File: src/rtl/gshare_predictor.sv
// gshare_predictor: gshare direction predictor with speculative global history and mispredict repair.
// Optional macro GSHARE_BYPASS_EN forwards a same-cycle counter update to a colliding lookup.
module gshare_predictor #(
    parameter int INDEX_BITS = 4,
    parameter int HIST_BITS  = 4,
    parameter int CNT_BITS   = 2,
    parameter int PC_LSB     = 2
) (
    input  logic                  clk,
    input  logic                  rst,
    input  logic                  lookup_en,
    input  logic [31:0]           lookup_pc,
    output logic                  pred_valid,
    output logic                  pred_taken,
    output logic [INDEX_BITS-1:0] pred_idx,
    output logic [HIST_BITS-1:0]  pred_ghr,
    input  logic                  upd_en,
    input  logic [INDEX_BITS-1:0] upd_idx,
    input  logic                  upd_taken,
    input  logic                  upd_mispredict,
    input  logic [HIST_BITS-1:0]  upd_ghr
);
    localparam int DEPTH = 1 << INDEX_BITS;
    localparam logic [CNT_BITS-1:0] CNT_INIT = CNT_BITS'((1 << (CNT_BITS - 1)) - 1);
    localparam logic [CNT_BITS-1:0] CNT_MAX  = {CNT_BITS{1'b1}};

    logic [CNT_BITS-1:0]   cnt_table [DEPTH];
    logic [HIST_BITS-1:0]  ghr;
    logic [INDEX_BITS-1:0] idx;
    logic [CNT_BITS-1:0]   upd_cur, upd_next, look_cnt;
    logic                  taken;

    always_comb begin
        idx      = lookup_pc[PC_LSB+INDEX_BITS-1:PC_LSB] ^ INDEX_BITS'(ghr);
        upd_cur  = cnt_table[upd_idx];
        upd_next = upd_taken ? ((upd_cur == CNT_MAX) ? upd_cur : upd_cur + CNT_BITS'(1))
                             : ((upd_cur == '0) ? upd_cur : upd_cur - CNT_BITS'(1));
`ifdef GSHARE_BYPASS_EN
        look_cnt = (upd_en && upd_idx == idx) ? upd_next : cnt_table[idx];
`else
        look_cnt = cnt_table[idx];
`endif
        taken    = look_cnt[CNT_BITS-1];
    end

    always_ff @(posedge clk) begin
        if (rst) begin
            for (int i = 0; i < DEPTH; i++) cnt_table[i] <= CNT_INIT;
            ghr        <= '0;
            pred_valid <= 1'b0;
            pred_taken <= 1'b0;
            pred_idx   <= '0;
            pred_ghr   <= '0;
        end else begin
            if (upd_en) cnt_table[upd_idx] <= upd_next;
            // truncating the concatenation drops the oldest bit, which also covers HIST_BITS=1
            if (upd_en && upd_mispredict) ghr <= HIST_BITS'({upd_ghr, upd_taken});
            else if (lookup_en) ghr <= HIST_BITS'({ghr, taken});
            pred_valid <= lookup_en;
            if (lookup_en) begin
                pred_taken <= taken;
                pred_idx   <= idx;
                pred_ghr   <= ghr;
            end
        end
    end
endmodule

File: config.mk
export PLATFORM = sky130hd
export DESIGN_NAME = gshare_predictor
export DESIGN_NICKNAME = d
export VERILOG_FILES = /design/src/rtl/gshare_predictor.sv
export SDC_FILE = /design/constraint.sdc
export NUM_CORES = 1
export LEC_CHECK = 0
export CAP_MARGIN = 20
export CORE_ASPECT_RATIO = 0.9
export CORE_MARGIN = 3
export CORE_UTILIZATION = 25
export CTS_CLUSTER_DIAMETER = 150
export DETAILED_ROUTE_END_ITERATION = 10
export PLACE_DENSITY = 0.47
export SYNTH_ARGS = -nofsm -noshare
export SYNTH_HDL_FRONTEND = slang
export SYNTH_SLANG_ARGS = --single-unit
File: constraint.sdc
create_clock -name clk -period 2.61 [get_ports clk]
set_clock_uncertainty 0.05 [all_clocks]
set_input_delay 0.522 -clock clk [delete_from_list [all_inputs] [get_ports clk]]
set_output_delay 0.522 -clock clk [all_outputs]
set_load 0.005 [all_outputs]
# Word-level counts from Yosys, hierarchy flattened
# Memories as Yosys holds them, arrays and structs flattened.
# Cells that the tools add are included.
[word_totals]
wordCells = 27
reg_bits = 14
input_bits = 46
out_inout_bits = 10
memories = 1
mem_bits_rw = 32
[op_classes]
n_mux = 13
eq_ne = 1
add_sub_neg = 2
bitwise_logic = 1
n_reduce_logical = 4
[memory_table]
columns = ["name", "words", "width", "rd", "rd_ports_with_merged_regs", "wr", "line_no", "text"]
rows = [
  ["cnt_table", 16, 2, 2, 0, 16, "27", "logic [CNT_BITS-1:0] cnt_table [DEPTH];"],
]
[op_table]
columns = ["cell", "n"]
rows = [
  ["two-way mux 4 bit", 3],
  ["two-way mux 2 bit", 4],
  ["two-way mux 1 bit", 6],
  ["bitwise XOR 4 bit", 1],
  ["adder 2 x 1 -> 2 bit, second input constant", 1],
  ["== test 2 bit, second input constant", 1],
  ["logical NOT 2 bit", 1],
  ["nonzero test 2 bit", 1],
  ["OR reduction 2 bit", 1],
  ["subtractor 2 x 1 -> 2 bit, second input constant", 1],
  ["logical AND 1 bit", 1],
]

# Logic depth before layout (Yosys ltp)
# Gate-level depths: netlist of run 1.
[logic_depth]
depth_word = 5
depth_mapped = 7
ltp_nobuf = 6

# Worst setup path before layout of run 1
# Ideal clock, no wire load.
[synth_timing]
kind = "input port to flip-flop"
start = "in upd_idx[0]"
end = "mem cnt_table[0][0] (data pin)"
stages = 7
setup_ps = 289
path_buffers = 3
path_slack_ps = 152
t_required_ps = 2271
arrival_ps = 2119
path_cell_list = "buf_6 > buf_6 > mux4_2 > a221oi_1 > maj3_2 > buf_6 > nand3_1"
[synth_lines]
columns = ["element", "line_no", "text"]
rows = [
  ["from (decl)", "18", "input logic [INDEX_BITS-1:0] upd_idx,"],
  ["to (decl)", "27", ""],
]

==> results.py, run 1 <==
metrics = {
    "pwr": {
        "power.share.clock_pct": 25.9,
        "leakage_nw": 1.09,
        "p_per_area_mw_per_mm2": 506,
        "vdd.ir_drop.worst_mv": 0.187,
        "combPwrFrac_pct": 22.7,
        "intPower_mw": 1.18,
        "switching_share_pct": 26.6,
        "p_seq_share_pct": 51.5,
        "p_switching_mw": 0.428,
    },
    "setup_path": {
        "crit_path_cell_trace": "dlygate4sd2_1 -> buf_6 -> mux4_2 -> a22o_1 -> buf_4 -> a221oi_4 -> maj3_2 -> buf_6 -> buf_12 -> nor3b_1",
        "critPathMaxStageDelay_ns": 0.54,
        "critPathCaptureType": "flip-flop",
        "crit_fanout": 8,
        "crit_arrival_ns": 2.53,
        "worstPathRequired_ns": 2.62,
        "crit_slowest_cell": "mux4_2",
        "critPathMostFrequentCell": "buf_6",
        "worstSetupPathType": "in -> reg",
        "cp-start-kind": "input port",
    },
    "timing": {
        "final-hold-violation-count": 0,
        "setup_viol": 0,
        "setup_tns_ns": 0,
        "worst_slew_pin_slew_ns": 0.610,
        "relSlewSlack_pct": 59.0,
        "fin_crit_ns": 2.52,
        "fin_crit_sh_pct": 96.6,
        "drv_slew": 0,
        "fmax_mhz": 397,
        "grt_setup_unrepaired": "false",
        "holdWs_ns": 0.424,
    },
    "detailed_routing": {
        "drcViolationCount": 0,
        "wirelength_um": 6150,
        "drt-pass1-iter-count": 5,
        "drt_iter0_drc": 79,
        "vias": 1856,
        "drt-wirelength-per-cell_um": 15.6,
        "detail-route-antenna-nets": 0,
        "vias_per_cell": 4.70,
    },
    "clock_tree": {
        "clockBufferDepth": 2,
        "clkSlewWorstSetupHoldPaths_ns": 0.08,
        "cts_buffers": 5,
        "hold_buffers": 0,
        "h-tree-depth": 2,
        "clock_sinks": 46,
        "cts_root_buf": "clkbuf_8",
        "tritoncts": "built",
        "insertion_delay_ns": 0.30,
    },
    "grt": {
        "grt_max_degree": 31,
        "grt_pass1_vias": 1863,
        "grt_pass1_wl_um": 9720,
        "grt_use_total_pct": 11.9,
        "antenna_found_initial": 0,
        "gr-total-overflow": 0,
    },
    "place": {
        "dp_cells": 378,
        "port_buffers": 26,
        "dpl_cell_area_mm2": 0.00294,
        "dp_hpwl_um": 4250,
        "routabilityCongestion": 0.813,
    },
    "cells_and_area": {
        "synthToLayoutAreaGrowth_pct": 33.9,
        "postLayoutCellArea_mm2": 0.00318,
        "final_cells": 395,
        "final_core_util_pct": 34.7,
        "layout.nets": 318,
        "layout_common_cells": "edfxtp_1 (32), nor2_1 (25), buf_4 (25), clkdlybuf4s50_1 (24), nand2_1 (22)",
        "seq_area_mm2": 0.00124,
        "final_common_cell": "edfxtp_1",
        "fill_cells": 945,
        "antenna_cells": 0,
        "multi_input_area_mm2": 0.00109,
        "drive_gt1_share_pct": 22.3,
    },
    "worst_hold_path": {
        "hold_class": "reg -> reg",
    },
    "die": {
        "num_rows": 33,
        "fp.dieH_um": 98.4,
        "die_w_um": 109,
        "start_util_pct": 25.9,
        "fp.coreArea_mm2": 0.00917,
        "dieArea_mm2": 0.0107,
        "ios": 56,
    },
    "logic_synthesis": {
        "synth_area_leaders": "edfxtp_1 (40%), dfxtp_1 (12%), mux4_2 (7.6%), nand2b_1 (5.0%), nor2_1 (4.0%)",
        "syn_avg_cell_area_um2": 11.0,
        "synth_cells": 216,
        "seq_area_frac_synth_pct": 52.3,
        "yosysTopAreaCell": "edfxtp_1",
        "synth_edf_count": 32,
        "synth-seq-cells": 46,
        "synth_ff_type": "edfxtp_1",
        "synth.net_count": 262,
        "yosys_warnings": 0,
        "async_flop_share_pct": 0,
        "synth_area_mm2": 0.00237,
        "ys_types": 38,
        "synth_top_area_share_pct": 40.5,
    },
    "job": {
        "maxCapViolCount": 0,
    },
    "outcome": {
        "outcome": "finished, final reports clean",
    },
}
-- critical path, delay by kind of cell --
| kind | cells | cell delay (ns) |
|---|---|---|
| mux | 1 | 0.54 |
| compound gates | 2 | 0.42 |
| simple gates | 1 | 0.05 |
| buf+inv | 5 | 0.70 |
| fa+ha+maj | 1 | 0.28 |
-- worst paths after layout --
check	start	to	cells after the start	slack, ns
setup reg to reg	cnt_table[0][0]	cnt_table[12][1]	8	0.32
setup / recovery	upd_idx[0]	cnt_table[12][1]	10	0.09
hold reg to reg	pred_ghr[0]	pred_ghr[0]	2	0.42
hold / removal	pred_ghr[0]	pred_ghr[0]	2	0.42
-- logic make-up (layout without fill, tap and decap cells) --
family / after synthesis / count (layout) / synth area share [%]
compound gates: 25 / 25 / 8.07
fa+ha+maj: 2 / 2 / 0.896
flops: 46 / 46 / 52.3
mux: 13 / 13 / 9.80
simple gates: 109 / 109 / 22.8
buf+inv: 13 / 70 / 3.16
xor+xnor: 8 / 8 / 2.95
-- Yosys cell counts (all sizes together), types with 3 or more instances --
master,instances
edfxtp,32
nor2,25
nand2,22
nand2b,19
dfxtp,14
nand3,13
mux4,8
nand4,8
nor3,7
buf,6
clkbuf,6
nor2b,6
or2,5
a211oi,4
a21oi,4
xnor2,4
xor2,4
a311oi,3
mux2i,3
-- final cells by class --
class                   instances  area share [%]
clock buffers                   5            2.16
clock inverters                 3           0.354
inverters                       1           0.118
multi-input cells             157            34.3
flip-flops and latches         46            39.0
well taps                     122            4.80
repair buffers                 61            19.2
-- through the flow --
step | setup slack (ns) | power (mW)
final | 0.0897 | 1.61
after global routing | 0.00404 | 1.68
after CTS | 0.0616 | 1.62
after detailed placement | -0.468 | 1.15
after global placement | -0.482 | 1.15
after floorplan | 0.152 | 1.00
-- power groups by stage --
stage | sequential (mW) | clock (mW) | combinational [mW]
final | 0.828 | 0.416 | 0.365
after global routing | 0.832 | 0.451 | 0.393
after CTS | 0.828 | 0.428 | 0.360
after detailed placement | 0.845 | 0 | 0.307
after global placement | 0.845 | 0 | 0.308
after floorplan | 0.839 | 0 | 0.164
-- sequential cells by signal, indices dropped and copies added, names as in the netlist --
name        count
cnt_table      32
pred_idx        4
pred_taken      1
pred_ghr        4
ghr             4
pred_valid      1
-- timing repair --
action,CTS,global route
pin swaps,4,2
gates resized for setup,11,5
setup endpoints to repair,32,16
gates cloned,2,0
buffers inserted,6,1
-- metal layers --
metal	routed length (um)	global-route usage [%]	vias to the layer above
met1	3040	17.0	885
met5	0	0	-
li1	-	-	915
met2	2660	18.1	47
met4	104	3.69	0
met3	347	2.55	9
Note: power is estimated with default switching activity, not from simulation.
==> run 2, diff against run 1 <==
PLACE_DENSITY = 0.57   (was 0.47)
==> results.py, run 2 (same netlist as run 1, synthesis figures left out) <==
metrics = {
    "outcome": {
        "outcome": "finished, final reports clean",
    },
    "die": {
        "dieArea_mm2": 0.0107,
        "fp.dieH_um": 98.4,
        "start_util_pct": 25.9,
        "ios": 56,
        "die_w_um": 109,
        "num_rows": 33,
        "fp.coreArea_mm2": 0.00917,
    },
    "setup_path": {
        "critical_path.startpoint": "upd_idx[1]",
        "crit_path_cell_trace": "clkdlybuf4s50_1 -> buf_4 -> buf_4 -> mux4_2 -> a221o_1 -> maj3_2 -> buf_12 -> nand3_1",
        "cp-start-kind": "input port",
        "crit_slowest_cell": "clkdlybuf4s50_1",
        "worstPathRequired_ns": 2.73,
        "ff2ff_path_depth": 6,
        "worstSetupPathType": "in -> reg",
        "critPathMostFrequentCell": "buf_4",
        "crit_fanout": 16,
        "critPathCaptureType": "flip-flop",
        "crit_arrival_ns": 2.60,
        "critPathMaxStageDelay_ns": 0.45,
        "r2r_start": "cnt_table[11][1]",
    },
    "pwr": {
        "leakage_nw": 1.02,
        "intPower_mw": 1.27,
        "p_switching_mw": 0.423,
        "combPwrFrac_pct": 18.2,
        "switching_share_pct": 24.9,
        "p_seq_share_pct": 48.8,
        "vdd.ir_drop.worst_mv": 0.205,
        "power.share.clock_pct": 33.0,
        "p_per_area_mw_per_mm2": 554,
    },
    "detailed_routing": {
        "drt-wirelength-per-cell_um": 15.1,
        "drcViolationCount": 0,
        "drt-pass1-iter-count": 4,
        "wirelength_um": 5790,
        "detail-route-antenna-nets": 0,
        "vias": 1828,
        "vias_per_cell": 4.76,
        "drt_iter0_drc": 104,
    },
    "cells_and_area": {
        "fill_cells": 939,
        "layout_common_cells": "edfxtp_1 (32), nor2_1 (25), clkdlybuf4s50_1 (25), nand2_1 (22), buf_4 (21)",
        "max_flop_register": "cnt_table",
        "layout.nets": 307,
        "drive_gt1_share_pct": 19.1,
        "final_common_cell": "edfxtp_1",
        "synthToLayoutAreaGrowth_pct": 29.0,
        "final_core_util_pct": 33.4,
        "largest_register_ffs": 32,
        "final_cells": 384,
        "antenna_cells": 0,
    },
    "grt": {
        "antenna_found_initial": 0,
        "gr-total-overflow": 0,
        "grt_pass1_wl_um": 9340,
        "grt_use_total_pct": 11.2,
        "grt_max_degree": 31,
        "grt_pass1_vias": 1824,
    },
    "place": {
        "dp_hpwl_um": 4250,
        "dp_cells": 376,
        "port_buffers": 26,
        "routabilityCongestion": 0.809,
    },
    "clock_tree": {
        "cts_root_buf": "clkbuf_8",
        "tritoncts": "built",
        "clkSlewWorstSetupHoldPaths_ns": 0.09,
        "cts_setup_buffers": 0,
        "clockBufferDepth": 2,
        "cts_buffers": 5,
        "clock_sinks": 46,
        "insertion_delay_ns": 0.30,
        "h-tree-depth": 2,
    },
    "timing": {
        "fmax_mhz": 403,
        "drv_slew": 0,
        "fin_crit_sh_pct": 95.1,
        "grt_setup_unrepaired": "false",
        "setup_viol": 0,
        "final-hold-violation-count": 0,
        "relSlewSlack_pct": 59.9,
        "fin_crit_ns": 2.48,
        "worst_slew_pin_slew_ns": 0.598,
    },
    "worst_hold_path": {
        "hold_depth": 2,
        "hp-start": "pred_ghr[0]",
        "hold_class": "reg -> reg",
    },
    "job": {
        "maxCapViolCount": 0,
    },
}
## run 2: cell types whose count changed in the layout (fill, tap and decap cells not counted), moves of 2 or more
cell	previous run	this run
clkinv_1	3	0
buf_6	6	0
buf_4	25	21
buf_16	2	0
## run 2: cell type report
class	count	area, um2	area share, %
Clock buffer	7	86.3	2.82
Timing Repair Buffer	50	477	15.6
Tap cell	122	153	4.99
Multi-Input combinational cell	157	1070	35.0
Sequential cell	46	1240	40.5
Inverter	1	3.75	0.123
Clock inverter	1	30.0	0.981
## run 2: power by group through the flow
stage	combinational, mW	clock [mW]	sequential (mW)
after CTS	0.310	0.568	0.828
after global routing	0.334	0.590	0.832
after global placement	0.301	0	0.844
final	0.309	0.560	0.827
after floorplan	0.164	0	0.839
after detailed placement	0.305	0	0.845
## run 2: worst paths after layout
path / to / slack (ns)
worst max-delay path: cnt_table[6][0] / 0.13
worst min-delay path: pred_ghr[0] / 0.43
worst max register to register: cnt_table[6][0] / 0.39
worst min register to register: pred_ghr[0] / 0.43
## run 2: critical path, delay by kind of cell
kind / cells / cell delay [ns]
compound gates: 1 / 0.37
buf+inv: 4 / 0.93
simple gates: 1 / 0.09
fa+ha+maj: 1 / 0.33
mux: 1 / 0.35
## run 2: metrics by stage
step | total power [mW] | area (um2) | TNS [ns] | worst slack [ns] | hold WS (ns)
after floorplan | 1.00 | 2370 | 0 | 0.152 | 0.417
after global placement | 1.15 | 2930 | -13.56 | -0.453 | 0.416
after detailed placement | 1.15 | 2930 | -14.93 | -0.503 | 0.422
after CTS | 1.71 | 3060 | 0 | 0.116 | 0.435
after global routing | 1.76 | 3060 | 0 | 0.0618 | 0.456
final | 1.70 | 3060 | 0 | 0.127 | 0.429
## run 2: metal layers
metal | GRT usage, % | vias up | wire length (um)
met5 | 0 | - | 0
met4 | 3.11 | 0 | 54
met1 | 15.6 | 862 | 2730
met2 | 17.6 | 75 | 2570
met3 | 2.69 | 5 | 441
li1 | - | 886 | -
## run 2: repair_timing
action,4_1_cts,5_1_grt
hold buffers,0,0
resized for setup,4,0
setup endpoints to repair,32,0
==> run 3, diff against run 2 <==
MAX_ROUTING_LAYER = met4   (was unset)
SLEW_MARGIN = 10   (was unset)
==> results.py, run 3 (same netlist as run 1, synthesis figures left out) <==
metrics = {
    "worst_hold_path": {
        "hold_class": "reg -> reg",
    },
    "setup_path": {
        "crit_slowest_cell": "clkdlybuf4s50_1",
        "cp-start-kind": "input port",
        "critPathMostFrequentCell": "buf_4",
        "critPathMaxStageDelay_ns": 0.45,
        "critical_path_buf_inv_count": 4,
        "crit_path_cell_trace": "clkdlybuf4s50_1 -> buf_4 -> buf_4 -> mux4_2 -> a221o_1 -> maj3_2 -> buf_12 -> nand3_1",
        "critPathCaptureType": "flip-flop",
        "worstPathRequired_ns": 2.73,
        "cp_top_family": "buffers and inverters",
        "crit_arrival_ns": 2.60,
        "crit_fanout": 16,
        "worstSetupPathType": "in -> reg",
    },
    "grt": {
        "gr-total-overflow": 0,
        "grt_pass1_vias": 1824,
        "grt_use_total_pct": 11.6,
        "grt_pass1_wl_um": 9340,
        "grt_max_degree": 31,
        "antenna_found_initial": 0,
    },
    "cells_and_area": {
        "final_common_cell": "edfxtp_1",
        "drive_gt1_share_pct": 19.1,
        "layout.nets": 307,
        "postLayoutCellArea_mm2": 0.00306,
        "largest_register_ffs": 32,
        "layout_common_cells": "edfxtp_1 (32), nor2_1 (25), clkdlybuf4s50_1 (25), nand2_1 (22), buf_4 (21)",
        "synthToLayoutAreaGrowth_pct": 29.0,
        "max_flop_register": "cnt_table",
        "antenna_cells": 0,
    },
    "timing": {
        "drv_slew": 0,
        "setup_viol": 0,
        "fmax_mhz": 403,
        "final-hold-violation-count": 0,
        "fin_crit_sh_pct": 95.1,
        "relSlewSlack_pct": 59.9,
        "worst_slew_pin_slew_ns": 0.598,
        "fin_crit_ns": 2.48,
        "holdWs_ns": 0.429,
        "grt_setup_unrepaired": "false",
    },
    "detailed_routing": {
        "drt-wirelength-per-cell_um": 15.1,
        "drt_iter0_drc": 104,
        "wirelength_um": 5790,
        "detail-route-antenna-nets": 0,
        "drcViolationCount": 0,
        "drt-pass1-iter-count": 4,
        "vias_per_cell": 4.76,
        "vias": 1828,
    },
    "place": {
        "routabilityCongestion": 0.821,
        "port_buffers": 26,
        "dp_hpwl_um": 4250,
        "dpl_cell_area_mm2": 0.00293,
    },
    "clock_tree": {
        "tritoncts": "built",
        "ctsResizeCount": 4,
        "h-tree-depth": 2,
        "clockBufferDepth": 2,
        "cts_buffers": 5,
        "clock_sinks": 46,
        "insertion_delay_ns": 0.30,
        "cts_root_buf": "clkbuf_8",
        "clkSlewWorstSetupHoldPaths_ns": 0.09,
        "cts_setup_buffers": 0,
        "hold_buffers": 0,
    },
    "die": {
        "num_rows": 33,
        "fp.coreArea_mm2": 0.00917,
        "dieArea_mm2": 0.0107,
        "die_w_um": 109,
        "ios": 56,
        "fp.dieH_um": 98.4,
        "start_util_pct": 25.9,
    },
    "pwr": {
        "p_per_area_mw_per_mm2": 554,
        "leakage_nw": 1.02,
        "vdd.ir_drop.worst_mv": 0.205,
    },
    "job": {
        "maxCapViolCount": 0,
    },
    "outcome": {
        "outcome": "finished, final reports clean",
    },
}
run 3: cell counts in the layout (fill, tap and decap cells not counted):
Identical to the previous run, type by type.
run 3: worst register-to-register path, delay by kind of cell, from the launching register on:
family          cells  cell delay [ns]
compound gates      2             0.49
fa+ha+maj           1             0.27
flops               1             0.43
mux                 1             0.48
buf+inv             1             0.15
simple gates        1             0.09
run 3: final timing paths:
kind / from / end / slack (ns) / depth (start not counted)
worst max register to register: cnt_table[11][1] / cnt_table[6][0] / 0.39 / 6
worst min register to register: pred_ghr[0] / pred_ghr[0] / 0.43 / 2
worst min-delay path: pred_ghr[0] / pred_ghr[0] / 0.43 / 2
worst max-delay path: upd_idx[1] / cnt_table[6][0] / 0.13 / 8
run 3: power breakdown:
part	internal, mW	switching, mW
Clock	0.313	0.248
Combinational	0.153	0.156
Sequential	0.808	0.0195
Total	1.27	0.423
run 3: area by class of cell:
type                    count  area [um2]
clock buffers               7        86.3
clock inverters             1        30.0
fillers                   939        6100
inverters                   1        3.75
multi-input cells         157        1070
flip-flops and latches     46        1240
well taps                 122         153
repair buffers             50         477
run 3: metal layers:
layer / routed length [um] / vias to the layer above / global-route usage [%]
met1: 2730 / 862 / 15.6
met2: 2570 / 75 / 17.6
li1: - / 886 / -
met5: 0 / - / -
met4: 54 / 0 / 3.11
met3: 441 / 5 / 2.69
run 3: stage by stage:
step | instances | setup TNS, ns | utilization, % | total power [mW] | worst slack (ns)
floorplan | 216 | 0 | - | 1.00 | 0.152
global placement | 376 | -13.56 | 32.0 | 1.15 | -0.453
detailed placement | 376 | -14.93 | 32.0 | 1.15 | -0.503
CTS | 384 | 0 | 33.4 | 1.71 | 0.116
global route | 384 | 0 | 33.4 | 1.76 | 0.0618
finish | 384 | 0 | 33.4 | 1.70 | 0.127
==> variant 1, RTL diff (flow settings as in run 1) <==
Set the parameter `HIST_BITS` to 5 (it was 4).
--- a/src/rtl/gshare_predictor.sv
+++ b/src/rtl/gshare_predictor.sv
@@ -3,5 +3,5 @@
 module gshare_predictor #(
     parameter int INDEX_BITS = 4,
-    parameter int HIST_BITS  = 4,
+    parameter int HIST_BITS  = 5,
     parameter int CNT_BITS   = 2,
     parameter int PC_LSB     = 2
Ports: changed (resized pred_ghr and upd_ghr); port bits go from 56 to 58. No check against the original RTL was run, so the function may have changed too.
==> variant 1 against run 1 <==
Sequential cell count increased by 2; clock power rose by 7.0%; routed wire length shrank 2.7%; design area fell by 3.1%; largest power group unchanged; area after synthesis up 1.1%; core utilization decreased by 1.2 points; worst setup slack improved by 0.023 ns; total power about the same.
==> variant 1: results (changes against run 1) <==
top_layer: "met4"
port_buffers: 28  # +7.7%
dr_wl_met3_um: 283  # -18%
clock_latency_ns: 0.30  # about the same
avgSynthCellArea_um2: 11.1  # +0.59%
startpoint: "upd_idx[1]"
grt_use_met3_pct: 2.62  # +0.065 points
clockBufferDepth: 2  # unchanged
antenna_cells: 0  # unchanged
dpl_cell_area_mm2: 0.00294  # +0.26%
r2r_slack_ns: 0.35  # +0.03 ns
hp-start: "pred_ghr[3]$_SDFFE_PP0P_"
leakagePower_nw: 1.05  # -2.9%
synthDistinctLibCells: 38  # unchanged
met1_usage_pct: 17.1  # +0.13 points
holdPathEnd: "pred_ghr[3]$_SDFFE_PP0P_"
layout-drive-gt1-share_pct: 20.7  # -1.7 points
grtUsageTotal_pct: 11.6  # -0.34 points
fillCellCount: 931  # -1.5%
max_freq_mhz: 400  # +0.91%
dr_wl_met2_um: 2640  # -0.83%
dpl.cell_count: 379  # +0.26%
drtPass1Iterations: 4  # -1
p_seq_share_pct: 53.7  # +2.2 points
grt_pass1_wl_um: 9520  # -2.0%
yosysWarningCount: 0  # unchanged
clkSlewWorstSetupHoldPaths_ns: 0.09
routabilityCongestion: 0.785  # -3.4%
status: "finished clean"
pg_clk_mw: 0.445  # +7.0%
timing.rr.start: "cnt_table[11][1]$_SDFFCE_PN0P_"
vdd_ir_drop_max_mv: 0.208  # +11%
preCtsSetupSlack_ns: -0.424  # +0.0446 ns
fin_hold_ws_ns: 0.424  # -0.000356 ns
routed_via_density: 4.57  # -2.6%
worst-r2r-cell-count: 5  # -3
clockPowerShare_pct: 27.7  # +1.8 points
wl_met1_um: 3010  # -0.89%
synth_area_leaders: "edfxtp_1 40%, dfxtp_1 13%, mux4_2 9.4%"
grt_use_met2_pct: 17.1  # -0.96 points
slowest_delay_ns: 0.59  # +0.05 ns
ys_seq_area_share_pct: 53.4  # +1.1 points
r2r-end: "cnt_table[3][0]$_SDFFCE_PN1P_"
p_int_mw: 1.17  # -0.60%
final_cell_count_no_fill: 388  # -1.8%
dp_hpwl_um: 4370  # +2.9%
cpMaxStageDelayCell: "clkdlybuf4s50_1"
postCtsSetupBuffers: 0  # -6
synthesis.nets: 264  # +0.76%
drt_iter0_drc: 78  # -1.3%
relSlewSlack_pct: 77.3  # +18 points
cts_resized: 7  # -4
grt_max_degree: 19  # -39%
nNetsFinal: 312  # -1.9%
synth_top_cells_by_count: "41 x nand2_1, 32 x edfxtp_1, 27 x nor2_1"
wl_per_cell_um: 15.4  # -0.99%
syn_to_final_growth_pct: 28.5
variant 1: area by class of cell:
type	count	area share (%)
tap	122	4.95
sequential	48	41.6
inverter	3	0.365
clock buffer	6	2.35
clock inverter	2	0.365
timing repair buffer	53	15.3
multi-input combinational	154	35.1
variant 1: kinds of logic (layout without fill, tap and decap cells):
| family | after synthesis | in the layout | synth area share, % |
|---|---|---|---|
| muxes | 17 | 17 | 12.3 |
| adders and majority gates | 2 | 3 | 1.15 |
| buffers and inverters | 16 | 64 | 3.65 |
| xor gates and xnor gates | 7 | 7 | 2.87 |
| and+or+nand+nor | 105 | 105 | 19.5 |
| DFF | 48 | 48 | 53.4 |
| AOI/OAI and AO/OA | 22 | 22 | 7.15 |
variant 1: worst reg2reg max path: stages, from the launching register on:
cell      delay (ns)
edfxtp_1        0.46
mux4_2          0.49
a22o_1          0.22
a221oi_4        0.28
maj3_2          0.42
nand3_2         0.10
==> variant 2, RTL diff (flow settings as in run 1) <==
Made on the original files. Remove the register `pred_valid`: a continuous assignment takes its place, so the output `pred_valid` follows one clock earlier.
--- a/src/rtl/gshare_predictor.sv
+++ b/src/rtl/gshare_predictor.sv
@@ -48,5 +48,4 @@
             for (int i = 0; i < DEPTH; i++) cnt_table[i] <= CNT_INIT;
             ghr        <= '0;
-            pred_valid <= 1'b0;
             pred_taken <= 1'b0;
             pred_idx   <= '0;
@@ -57,5 +56,4 @@
             if (upd_en && upd_mispredict) ghr <= HIST_BITS'({upd_ghr, upd_taken});
             else if (lookup_en) ghr <= HIST_BITS'({ghr, taken});
-            pred_valid <= lookup_en;
             if (lookup_en) begin
                 pred_taken <= taken;
@@ -65,4 +63,6 @@
         end
     end
+
+    assign pred_valid = lookup_en;
 endmodule
 
Check against the original RTL: not equivalent (a bounded check fails within 4 cycles, from zero or initial values and one cycle with rst high).
==> variant 2 against run 1 <==
Worst setup slack better by 0.012 ns; non-clock buffer count fell by 4; routed wire length decreased by 4.9%; area after synthesis decreased by 2.5%; clock power increased by 4%; sequential cell count down 1; fmax up 0.48%; total power decreased by 3.1%; design area fell by 5.6%; largest cell class unchanged.
==> variant 2: results (changes against run 1) <==
status: "finished clean"
worstPathMaxFanout: 8  # unchanged
synth_top_cells_by_count: "37 x nand2_1, 32 x edfxtp_1, 26 x nor2_1"
grt_max_degree: 16  # -48%
hold_class: "flip-flop to flip-flop"
synthDistinctLibCells: 39  # +2.6%
relSlewSlack_pct: 68.0  # +8.9 points
leakagePower_nw: 1.04  # -4.3%
clock_latency_ns: 0.30  # about the same
synth_ff_type: "edfxtp_1"
ys_async_sr_fraction_pct: 0  # unchanged
routed_via_density: 4.60  # -2.0%
largest_reg_flops: 32  # unchanged
clkSlewWorstSetupHoldPaths_ns: 0.09
arrival_ns: 2.50  # -0.03 ns
grt_pass1_wl_um: 9360  # -3.6%
preCtsSetupSlack_ns: -0.393  # +0.0754 ns
htree_levels: 2  # unchanged
regMostFlops: "cnt_table"
yosysWarningCount: 0  # unchanged
ys_seq_area_share_pct: 52.8  # +0.49 points
p_int_mw: 1.14  # -3.3%
grtUsageTotal_pct: 11.5  # -0.38 points
cts_buffers: 5  # unchanged
antenna_cells: 0  # unchanged
vdd_ir_drop_max_mv: 0.186  # -0.57%
drt_wl_total_um: 5850  # -4.9%
antenna_found_initial: 0  # unchanged
synth_area_leaders: "edfxtp_1 42%, dfxtp_1 11%, mux4_2 9.7%"
fillCellCount: 885  # -6.3%
cts.root.buffer_cell: "clkbuf_8"
synth_edf_count: 32  # unchanged
port_buffers: 26  # unchanged
grt_pass1_vias: 1727  # -7.3%
synthesis.nets: 254  # -3.1%
r2r_slack_ns: 0.28  # -0.04 ns
layout-drive-gt1-share_pct: 21.2  # -1.2 points
dp_hpwl_um: 4270  # +0.47%
routabilityCongestion: 0.802  # -1.4%
drt_iter0_drc: 82  # +3.8%
setup_ws_ns: 0.102  # +0.0121 ns
nNetsFinal: 305  # -4.1%
dpl_cell_area_mm2: 0.00288  # -1.9%
clockBufferDepth: 2  # unchanged
drtPass1Iterations: 4  # -1
-- variant 2: cell count changes in the layout (fill, tap and decap cells not counted), sizes merged, moves of 3 or more --
cell	before	now
o21ai	0	3
nand2b	19	3
or2	5	2
mux2i	3	7
buf	35	31
nand2	22	37
nand4	8	1
clkinv	3	0
-- variant 2: cell type report --
class | instances | share of cell area, %
clock buffers | 7 | 2.54
inverters | 3 | 0.375
flip-flops and latches | 45 | 40.7
clock inverters | 1 | 0.250
multi-input cells | 147 | 34.4
repair buffers | 57 | 16.8
well taps | 119 | 4.96
-- variant 2: power by group through the flow --
stage	Combinational (mW)	Clock, mW	Sequential [mW]
final	0.310	0.434	0.815
after global routing	0.339	0.478	0.819
after CTS	0.311	0.443	0.814
after detailed placement	0.298	0	0.830
after global placement	0.297	0	0.830
after floorplan	0.167	0	0.823
-- variant 2: cells by family (layout without fill, tap and decap cells) --
group | Yosys count | in the layout | synth area share (%)
compound gates | 21 | 21 | 7.03
xor+xnor | 7 | 7 | 2.98
fa+ha+maj | 2 | 3 | 1.08
buf+inv | 17 | 68 | 4.27
flops | 45 | 45 | 52.8
mux | 17 | 17 | 12.8
simple gates | 99 | 99 | 19.1
-- variant 2: worst max-delay path: stages --
cell,delay (ns)
clkdlybuf4s50_1,0.56
mux4_2,0.35
a22o_1,0.28
a221oi_4,0.28
maj3_2,0.40
nand2_1,0.09
-- variant 2: timing repair --
item | CTS | global route
setup endpoints to repair | 34 | 1
setup buffers | 0 | 0
pin swaps | 2 | 0
gates resized for setup | 3 | 1
gates cloned | 1 | 0
-- variant 2: layer usage --
layer	vias to the layer above	track usage [%]	share of wire (%)
met5	-	0	0
met4	0	3.20	1.2
met3	9	2.92	4.5
met2	34	16.9	44
met1	836	16.8	50
li1	866	-	-
-- variant 2: metrics by stage --
stage / cells / TNS, ns / power (mW) / utilization (%) / hold WS [ns]
after floorplan: 208 / 0 / 0.989 / - / 0.412
after global placement: 370 / -12.24 / 1.13 / 32.8 / 0.406
after detailed placement: 370 / -12.11 / 1.13 / 32.8 / 0.405
after CTS: 379 / 0 / 1.57 / 34.1 / 0.419
after global routing: 379 / 0 / 1.64 / 34.2 / 0.440
final: 379 / 0 / 1.56 / 34.2 / 0.419
-- variant 2: path summary, 6_finish.rpt --
kind | startpoint | to | depth (start not counted)
max | upd_idx[1] | cnt_table[12][0]$_SDFFCE_PN1P_ | 6
min reg2reg | pred_ghr[0]$_SDFFE_PP0P_ | pred_ghr[0]$_SDFFE_PP0P_ | 2
min | pred_ghr[0]$_SDFFE_PP0P_ | pred_ghr[0]$_SDFFE_PP0P_ | 2
max reg2reg | cnt_table[15][1]$_SDFFCE_PN0P_ | cnt_table[12][0]$_SDFFCE_PN1P_ | 5
